**src/rtl/wb_dest_sel_pipe.sv**
```systemverilog
// wb_dest_sel_pipe
//   Write-back destination selector feeding the register-file write port.
//   Each accepted instruction has its GPR destination chosen from
//   {rd, rt, LINK_REG, ALT_REG}. The write enable is dropped when the target
//   is register 0 (if ZERO_SUPP). Results sit in a 2-entry elastic stage
//   (HEAD drives out_*, SKID behind it) with a valid/ready handshake on both
//   sides and a synchronous flush.
// Ports
//   clk, rst_n               clock (rising edge), async active-low reset
//   in_valid/in_ready        upstream handshake (in_ready from registered state only)
//   in_rd, in_rt, in_sel     destination candidates and selector
//   in_wen                   instruction writes a GPR
//   flush                    synchronous kill of all held entries
//   out_valid/out_ready      downstream handshake
//   out_addr, out_wen        selected address and qualified write enable
//   out_cnt                  number of held entries (0..2)
module wb_dest_sel_pipe #(
  parameter int            AW        = 5,
  parameter logic [AW-1:0] LINK_REG  = '1,
  parameter logic [AW-1:0] ALT_REG   = '1,
  parameter bit            ZERO_SUPP = 1'b1
) (
  input  logic          clk,
  input  logic          rst_n,
  input  logic          in_valid,
  output logic          in_ready,
  input  logic [AW-1:0] in_rd,
  input  logic [AW-1:0] in_rt,
  input  logic [1:0]    in_sel,
  input  logic          in_wen,
  input  logic          flush,
  output logic          out_valid,
  input  logic          out_ready,
  output logic [AW-1:0] out_addr,
  output logic          out_wen,
  output logic [1:0]    out_cnt
);

  typedef struct packed {
    logic [AW-1:0] addr;
    logic          wen;
  } entry_t;

  localparam logic [1:0] CNT_EMPTY = 2'd0;
  localparam logic [1:0] CNT_ONE   = 2'd1;
  localparam logic [1:0] CNT_TWO   = 2'd2;

  logic [1:0] cnt_q, cnt_d;
  entry_t     head_q, head_d;
  entry_t     skid_q, skid_d;
  entry_t     new_ent;
  logic       acc, drn;

  // Destination select; the case is full so every sel value yields a defined address.
  always_comb begin
    new_ent = '0;
    unique case (in_sel)
      2'b00:   new_ent.addr = in_rd;
      2'b01:   new_ent.addr = in_rt;
      2'b10:   new_ent.addr = LINK_REG;
      default: new_ent.addr = ALT_REG;
    endcase
    new_ent.wen = in_wen & ~(ZERO_SUPP & (new_ent.addr == '0));
  end

  assign in_ready  = (cnt_q != CNT_TWO);
  assign out_valid = (cnt_q != CNT_EMPTY);
  assign out_addr  = head_q.addr;
  assign out_wen   = head_q.wen;
  assign out_cnt   = cnt_q;

  assign acc = in_valid & in_ready;
  assign drn = out_valid & out_ready;

  always_comb begin
    cnt_d  = cnt_q;
    head_d = head_q;
    skid_d = skid_q;
    if (flush) begin
      cnt_d  = CNT_EMPTY;
      head_d = '0;
      skid_d = '0;
    end else begin
      unique case (cnt_q)
        CNT_EMPTY: begin
          if (acc) begin
            head_d = new_ent;
            cnt_d  = CNT_ONE;
          end
        end
        CNT_ONE: begin
          if (acc && drn) begin
            head_d = new_ent;
          end else if (acc) begin
            skid_d = new_ent;
            cnt_d  = CNT_TWO;
          end else if (drn) begin
            // Clear HEAD so an empty stage presents addr=0/wen=0.
            head_d = '0;
            cnt_d  = CNT_EMPTY;
          end
        end
        default: begin
          // TWO: in_ready is low, only a drain can happen.
          if (drn) begin
            head_d = skid_q;
            skid_d = '0;
            cnt_d  = CNT_ONE;
          end
        end
      endcase
    end
  end

  always_ff @(posedge clk or negedge rst_n) begin
    if (!rst_n) begin
      cnt_q  <= CNT_EMPTY;
      head_q <= '0;
      skid_q <= '0;
    end else begin
      cnt_q  <= cnt_d;
      head_q <= head_d;
      skid_q <= skid_d;
    end
  end

endmodule

```
**config.mk**
```make
export PLATFORM = sky130hd
export DESIGN_NAME = wb_dest_sel_pipe
export DESIGN_NICKNAME = d
export VERILOG_FILES = /design/src/rtl/wb_dest_sel_pipe.sv
export SDC_FILE = /design/constraint.sdc
export NUM_CORES = 1
export LEC_CHECK = 0
export BUFFER_PORTS_ARGS = -buffer_cell sky130_fd_sc_hd__buf_2
export CAP_MARGIN = 20
export CORE_MARGIN = 2
export CORE_UTILIZATION = 41
export DETAILED_ROUTE_END_ITERATION = 8
export PLACE_DENSITY = 0.77
export SLEW_MARGIN = 20
export SYNTH_ARGS = -nofsm -noshare
export SYNTH_HDL_FRONTEND = slang
export SYNTH_SLANG_ARGS = --single-unit
```
**constraint.sdc**
```tcl
create_clock -name clk -period 1.7 [get_ports clk]
set_input_delay 0.17 -clock clk [delete_from_list [all_inputs] [get_ports clk]]
set_output_delay 0.17 -clock clk [all_outputs]
set_load 0.05 [all_outputs]
```
==> key figures, run 1 <==
Drt
  – Count of routing violations after the opening detailed-route iteration: 10
  – Via count: 717
  – Routed wire per std cell: 13.2 microns
  – Antenna Violating Nets Remaining: 0
  – # DRC: 0
  – Via density: between 5 and 6
  – Post-Route WL: between 1500 and 2000 microns
  – Pre-antenna DRT Iters: 5

GRT
  – First-pass GRT wire length: about 2800 microns
  – Largest net degree at the start of global routing: 16
  – Gr ovfl total: 0
  – Vias in the first global route: 635
  – Tot GR Track Use: between 10% and 20%
  – Initial antenna violation count: 0

Setup path
  – CP required: 1.92 ns
  – Critical path class: flop to flop
  – CP max FO: 15
  – RR Startpoint: out_cnt[1]
  – Slowest stage cell, crit path: dfrtp_2
  – Cells along the critical path: nand2b_1 -> or3_1 -> clkinv_1 -> a32o_1
  – Worst setup path startpoint: out_cnt[1]
  – Crit path DAT: ~1.7 ns
  – Critical Path Start Type: flop
  – Slowest Stage Delay on Critical Path: ~0.51 ns
  – Critical path capture point type: flop

STA
  – Final Hold Vio Count: 0
  – Unrepaired setup endpoints after global routing: false
  – Max frequency: between 600 and 700 MHz
  – Max-slew headroom: 73.7%
  – Crit path time final: ~1.5 ns
  – Clock Skews: around 0.0050 ns
  – Final slew viol count: 0
  – Final period utilization: slightly below 90%
  – Total negative slack: 0 ns
  – Setup-failing EPs final: 0
  – Worst Tran Pin Value: a little under 0.4 ns
  – Final WS setup: between 0.2 and 0.25 ns

Floorplanning
  – Row count: 15
  – Die Footprint: between 2000 and 2500 sq um
  – Top Ports: 28
  – Core area: roughly 1800 sq um
  – Chip height: between 40 and 50 microns
  – Starting density of the core: approximately 44%
  – Die W: 47.6 microns

Layout
  – Most frequent cells in the layout: 27 x buf_2, 12 x dfrtp_1, 6 x nor2b_1, 6 x nand2_1
  – Post-Route Utilization: between 50% and 60%
  – NumNets Final: between 100 and 150
  – Final Instance Count excl. Fillers: roughly 130
  – Synthesis-to-layout area growth: 27.1%
  – Commonest non-fill, non-tap cell in the layout: buf_2
  – Layout cells sized above 1: 40.6%
  – Antenna cells: 0

Power
  – Leak: roughly 0.00046 uW
  – Peak VDD IR: 0.565 mV
  – Total chip power: ~840 uW
  – Pwr dens: around 840 nW/um^2

CTS
  – Max Buffers Root-to-Sink: 2
  – CTS tree: done
  – Htree depth: 1
  – Root buffer selected by CTS: clkbuf_4
  – CTS Buf Count: 3
  – Clock Latency Late Sink: roughly 0.27 ns
  – CTS Sinks: 14
  – Clk slew on worst S/H paths: roughly 0.08 ns
  – CTS-repair resized insts: 0

Logic synthesis
  – Mapped Nets: just over 90
  – Dominant cells by area after synthesis: dfrtp_1 45%, a22o_1 5.6%, o2bb2ai_1 5.6%, a211oi_1 4.8%, nor2b_1 4.8%
  – Post-synthesis sequential area ratio: 44.9%
  – Synth area leader: dfrtp_1
  – Post-Syn Area per Cell: around 10 sq um
  – FF+latch count, synth: 14
  – Synth top area share: 44.9%
  – Mapped cell area: roughly 780 sq um
  – Mapped Cells: between 70 and 80
  – Synth unique cells: 27
  – Synth warn: 0

Placed design
  – Dpl hpwl: approximately 1400 microns
  – RD Place Congestion: between 0.7 and 0.8
  – DP Worst Slack: ~0.25 ns
  – IO buf count: 27
  – Inst Count DP: roughly 130

Worst hold path
  – Hold_sp: in_wen
  – Hold Path Class: primary input to flop

Status
  – Status: completed

Flow run
  – Maxcap violations: 0
## worst paths after layout
kind / slack, ns / cells past startpoint / to
setup / recovery: 0.21 / 4 / skid_q[0]
hold / removal: 0.16 / 2 / out_wen
setup reg to reg: 0.21 / 4 / skid_q[0]
hold reg to reg: 0.51 / 1 / skid_q[0]
max in group asynchronous: 1.12 / 2 / out_cnt[0]
min in group asynchronous: 0.32 / 2 / skid_q[2]
## critical path: cells and delay by family (launching register included)
family / cells / cell delay, ns
AOI/OAI and AO/OA: 1 / 0.15
buffers and inverters: 1 / 0.08
and+or+nand+nor: 2 / 0.69
DFF: 1 / 0.51
## cell type report
class,count,area (sq um)
well taps,25,31.3
flip-flops and latches,14,353
clock buffers,4,36.3
fillers,186,772
inverters,1,3.75
multi-input cells,56,400
repair buffers,31,168
## stage by stage
| step | hold WS [ns] | area (sq um) |
|---|---|---|
| after floorplan | -0.126 | 783 |
| after global placement | 0.0755 | 946 |
| after detailed placement | 0.0781 | 946 |
| after CTS | 0.152 | 992 |
| after global routing | 0.151 | 992 |
| final | 0.159 | 992 |
## cells by family (layout without fill, tap and decap cells)
logic type / after synthesis / after routing / synth area share [%]
AND/OR/NAND/NOR: 27 / 27 / 19.6
buffers and inverters: 5 / 36 / 3.85
AO/OA/AOI/OAI: 29 / 29 / 31.7
flip-flops: 14 / 14 / 44.9
## power breakdown
| part | internal [uW] | switching [uW] | leakage [uW] |
|---|---|---|---|
| Sequential | 357 | 17.7 | 0.000184 |
| Clock | 130 | 101 | 0.0000210 |
| Combinational | 79.5 | 153 | 0.000255 |
## cells in the mapped netlist
cell       number
and2_1          1
nor2_2          1
dfrtp_1        14
a21oi_1         1
a211oi_1        5
buf_6           1
a41o_1          1
a21o_2          1
nor3b_2         1
nand2b_1        3
or3_1           1
or2_4           1
clkinv_1        1
nor2_1          3
a32o_1          2
a211oi_4        1
nor3_1          3
buf_4           1
nor2b_1         6
nand2_1         6
a211oi_2        2
clkbuf_1        2
nor3b_1         1
o2bb2ai_1       5
o21ai_0         5
o2111ai_1       1
a22o_1          5
## sequential cells by signal, summed over array words and instances, names as in the netlist
signal,cells
out_cnt,2
out_addr,5
skid_q,6
out_wen,1
## what timing repair did
action	4_1_cts	5_1_grt
buffers inserted	0	0
hold endpoints to repair	14	0
endpoints found under the setup margin	0	0
hold buffers	1	0
## routing by layer
metal  vias up  wire length [microns]  GRT usage [%]
met2        25                    875           29.7
met4         0                     15           4.86
li1        345                      -              -
met1       343                    747           22.0
met5         -                      0              0
met3         4                     85           5.66
No activity file was read; power rests on OpenSTA's default activity.
==> inputs of run 2 (changes only) <==
- RECOVER_POWER: default -> 100
==> run 2 against run 1 <==
Power fell by 0.99%. Fmax fell by 2.1%. Final cell count did not move. Combinational power fell by 4%. Sequential power barely moved.
==> key figures, run 2 (synthesized netlist as in run 1, its figures left out) <==
STA
  – Clock Skews: about 0.0052 ns
  – Crit path time final: around 1.5 ns
  – Final period utilization: 89.6%
  – Unrepaired setup endpoints after global routing: false
  – Total negative slack: 0 ns
  – Hold WS: between 0.15 and 0.2 ns
  – Final Hold Vio Count: 0
  – Worst Tran Pin Value: approximately 0.76 ns
  – Setup-failing EPs final: 0
  – Max frequency: between 600 and 700 MHz
  – Final slew viol count: 0
  – Max-slew headroom: between 40% and 50%

Placed design
  – RD Place Congestion: around 0.75
  – IO buf count: 27
  – Dpl hpwl: between 1000 and 1500 microns

Floorplanning
  – Starting density of the core: 44.3%
  – Core area: ~1800 sq um
  – Row count: 15
  – Die W: 47.6 microns
  – Die Footprint: ~2300 sq um
  – Top Ports: 28
  – Chip height: between 40 and 50 microns

Layout
  – Synthesis-to-layout area growth: 24.5%
  – Commonest non-fill, non-tap cell in the layout: buf_2
  – Max reg flops: 6
  – Reg with most FFs: skid_q
  – Layout cells sized above 1: between 30% and 40%
  – Area occupied by registers: 353 sq um
  – Post-Route Utilization: 55.1%
  – Antenna cells: 0
  – NumNets Final: about 130
  – Footprint of the multi-input gates: 393 sq um
  – Fillers: 186
  – Most frequent cells in the layout: 16 x buf_2, 12 x dfrtp_1, 10 x clkbuf_1, 6 x nor2b_1, 6 x nand2_1

Setup path
  – CP required: between 1.5 and 2 ns
  – Critical path class: flop to output pin
  – Crit path DAT: around 1.4 ns
  – Slowest Stage Delay on Critical Path: 0.51 ns
  – Cells along the critical path: nand2b_1 -> clkbuf_1
  – Critical Path Start Type: flop
  – Slowest stage cell, crit path: dfrtp_2
  – Critical path capture point type: output pin
  – CP max FO: 15

GRT
  – Gr ovfl total: 0
  – Largest net degree at the start of global routing: 16
  – First-pass GRT wire length: 2770 microns
  – Tot GR Track Use: between 15 and 20%
  – Vias in the first global route: 635
  – Initial antenna violation count: 0

CTS
  – Post-CTS Setup Inserts: 0
  – CTS-repair resized insts: 0
  – Clk slew on worst S/H paths: roughly 0.080 ns
  – CTS Sinks: 14
  – CTS Buf Count: 3
  – Htree depth: 1
  – CTS tree: done
  – Root buffer selected by CTS: clkbuf_4
  – Hold buffers post-CTS: 1
  – Clock Latency Late Sink: between 0.2 and 0.3 ns
  – Max Buffers Root-to-Sink: 2

Drt
  – # DRC: 0
  – Via density: ~5.5
  – Post-Route WL: roughly 1800 microns
  – Count of routing violations after the opening detailed-route iteration: 10
  – Antenna Violating Nets Remaining: 0
  – Via count: just over 700
  – Routed wire per std cell: 13.4 microns
  – Pre-antenna DRT Iters: 4

Power
  – Leak: approximately 0.00042 uW
  – Peak VDD IR: around 0.56 mV
  – Pwr dens: 854 nW/um^2

Status
  – Status: completed

Worst hold path
  – Hold Path Class: primary input to flop

Flow run
  – Maxcap violations: 0
[run 2: path summary, 6_finish.rpt]
path	startpoint	cells past startpoint	slack, ns	end
max in group asynchronous	rst_n	2	0.70	out_cnt[0]
setup reg to reg	out_cnt[1]	4	0.19	out_addr[0]
min in group asynchronous	rst_n	2	0.47	skid_q[2]
hold / removal	in_wen	2	0.16	out_wen
hold reg to reg	skid_q[1]	1	0.51	skid_q[1]
setup / recovery	out_cnt[1]	2	0.18	in_ready
[run 2: final cells by class]
class,count,area share (%)
clock buffers,4,3.73
inverters,1,0.386
multi-input cells,56,40.4
flip-flops and latches,14,36.3
well taps,25,3.22
repair buffers,31,16.0
[run 2: layer usage]
metal	vias to the layer above	wire, microns	track usage (%)	part of all wire (%)
li1	346	-	-	-
met1	361	771	22.0	44
met2	17	894	29.7	51
met3	2	76	5.66	4.3
met4	0	11	4.86	0.63
met5	-	0	0	0
[run 2: stage by stage]
| stage | cells | instance area, sq um | setup slack [ns] | power [uW] |
|---|---|---|---|---|
| after floorplan | 75 | 783 | 0.0493 | 539 |
| after global placement | 126 | 946 | 0.274 | 608 |
| after detailed placement | 126 | 946 | 0.246 | 614 |
| after CTS | 131 | 992 | 0.218 | 849 |
| after global routing | 131 | 972 | 0.0987 | 880 |
| final | 131 | 972 | 0.177 | 830 |
[run 2: worst max-delay path, delay by kind of cell (launching register included)]
kind / cells / cell delay, ns
simple gates: 1 / 0.10
flops: 1 / 0.51
buf+inv: 1 / 0.46
[run 2: report_power, final]
part | leakage (uW) | switching [uW] | internal [uW] | total [uW]
sequential | 0.000184 | 18.5 | 357 | 375
combinational | 0.000220 | 151 | 71.7 | 223
clock | 0.0000210 | 101 | 130 | 231
==> inputs of run 3 (changes only) <==
- PLACE_DENSITY: 0.77 -> 0.68
- SETUP_SLACK_MARGIN: default -> 0.15
- clock period: 1.7 -> 1.45 ns (I/O delays scaled with it)
==> run 3 against run 2 <==
Register-to-register slack worse by 0.14 ns. Final cell count up 2.3%. Global-route usage down 0.83 points. Critical endpoint is now out_addr[4]. Highest routed layer unchanged.
==> key figures, run 3 (synthesized netlist as in run 1, its figures left out) <==
Status
  – Status: completed

GRT
  – Vias in the first global route: 595
  – First-pass GRT wire length: around 2600 microns
  – Tot GR Track Use: approximately 17%
  – Gr ovfl total: 0
  – Largest net degree at the start of global routing: 15
  – Initial antenna violation count: 0

STA
  – Final Hold Vio Count: 0
  – Crit path time final: roughly 1.4 ns
  – Final period utilization: a little over nine tenths
  – Final WS setup: 0.0450 ns
  – Final slew viol count: 0
  – Max-slew headroom: around half
  – Setup-failing EPs final: 0
  – Total negative slack: 0 ns
  – Clock Skews: approximately 0.0009 ns
  – Unrepaired setup endpoints after global routing: true
  – Max frequency: 712 MHz
  – Worst Tran Pin Value: roughly 0.77 ns

Setup path
  – Top Family by Delay on Critical Path: compound AO/OA/AOI/OAI gates
  – Slowest Stage Delay on Critical Path: approximately 0.46 ns
  – Crit path DAT: between 1.5 and 2 ns
  – Cells along the critical path: or2_4 -> a211oi_4 -> nor2_2 -> a22o_1
  – Critical Path Start Type: flop
  – CP max FO: 6
  – Critical path capture point type: flop
  – CP required: ~1.6 ns
  – Critical path class: flop to flop
  – Slowest stage cell, crit path: dfrtp_2
  – CP bufs+invs: 0

Worst hold path
  – Hold Path Class: primary input to flop

CTS
  – Root buffer selected by CTS: clkbuf_4
  – CTS tree: done
  – Max Buffers Root-to-Sink: 2
  – CTS Sinks: 14
  – Clock Latency Late Sink: about 0.28 ns
  – Htree depth: 1
  – CTS Buf Count: 3
  – Clk slew on worst S/H paths: around 0.080 ns

Floorplanning
  – Chip height: approximately 48 microns
  – Starting density of the core: between 40 and 50%
  – Row count: 15
  – Die Footprint: roughly 2300 sq um
  – Core area: approximately 1800 sq um
  – Die W: roughly 48 microns
  – Top Ports: 28

Placed design
  – Inst Count DP: roughly 130
  – IO buf count: 27
  – Placed cell area: 963 sq um
  – Dpl hpwl: around 1300 microns
  – RD Place Congestion: approximately 0.76
  – DP Worst Slack: roughly 0.07 ns

Power
  – Leak: ~0.00045 uW
  – Pwr dens: ~930 nW/um^2
  – Flop pwr share: 46.5%
  – Int Power: between 600 and 700 uW
  – Comb power frac: between 20% and 30%
  – Peak VDD IR: ~0.57 mV
  – Sw frac: approximately a third
  – Sw power: about 320 uW
  – Clock power frac: about a quarter

Layout
  – Layout cells sized above 1: between 30% and 40%
  – Commonest non-fill, non-tap cell in the layout: buf_2
  – Design Area, Final: approximately 1000 sq um
  – Max reg flops: 6
  – Most frequent cells in the layout: 18 x buf_2, 12 x dfrtp_1, 8 x clkbuf_1, 7 x buf_4
  – Reg with most FFs: skid_q
  – Post-Route Utilization: roughly 58%
  – Synthesis-to-layout area growth: 30.4%
  – Final Instance Count excl. Fillers: ~130
  – NumNets Final: ~130
  – Antenna cells: 0

Flow run
  – Maxcap violations: 0

Drt
  – # DRC: 0
  – Count of routing violations after the opening detailed-route iteration: 14
  – Antenna Violating Nets Remaining: 0
  – Post-Route WL: between 1500 and 2000 microns
  – Via count: 700
  – Pre-antenna DRT Iters: 5
  – Via density: about 5.2
  – Routed wire per std cell: approximately 13 microns
## run 3: power groups by stage
stage / Clock (uW) / Combinational, uW / Sequential [uW]
after global placement: 0 / 275 / 444
after CTS: 234 / 282 / 438
final: 224 / 281 / 439
after detailed placement: 0 / 278 / 445
after global routing: 261 / 304 / 443
after floorplan: 0 / 111 / 521
## run 3: layout make-up
class / instances / area, sq um
Tap cell: 25 / 31.3
Clock buffer: 4 / 26.3
Timing Repair Buffer: 34 / 190
Multi-Input combinational cell: 56 / 414
Sequential cell: 14 / 353
Fill cell: 174 / 746
Inverter: 1 / 3.75
## run 3: path summary, 6_finish.rpt
path	startpoint	to	depth (start not counted)	slack [ns]
max	out_cnt[1]	out_addr[4]	4	0.05
min	in_wen	out_wen	2	0.13
max reg2reg	out_cnt[1]	out_addr[4]	4	0.05
min reg2reg	skid_q[4]	skid_q[4]	1	0.50
max in group asynchronous	rst_n	out_cnt[0]	2	0.47
min in group asynchronous	rst_n	out_addr[4]	2	0.45
## run 3: repair_timing
| action | 4_1_cts | 5_1_grt |
|---|---|---|
| setup buffers | 0 | 1 |
| hold buffers | 1 | 0 |
| endpoints found under the hold margin | 14 | 0 |
| gates cloned | 0 | 0 |
| gates resized for setup | 2 | 4 |
| endpoints found under the setup margin | 14 | 15 |
| pin swaps | 1 | 0 |
## run 3: through the flow
step           hold WS (ns)  power [uW]
6_report              0.134         944
5_1_grt               0.128        1010
4_1_cts               0.128         954
3_5_place_dp         0.0539         723
3_3_place_gp         0.0516         718
2_1_floorplan        -0.151         633
## run 3: metal layers
metal  wire (microns)  share of wire, %  up-vias  global-route usage (%)
met5                0                 0        -                       0
met2              851                48       18                    26.2
met3               94               5.3        2                    6.42
met1              807                46      331                    22.5
li1                 -                 -      349                       -
met4                8              0.45        0                    3.78
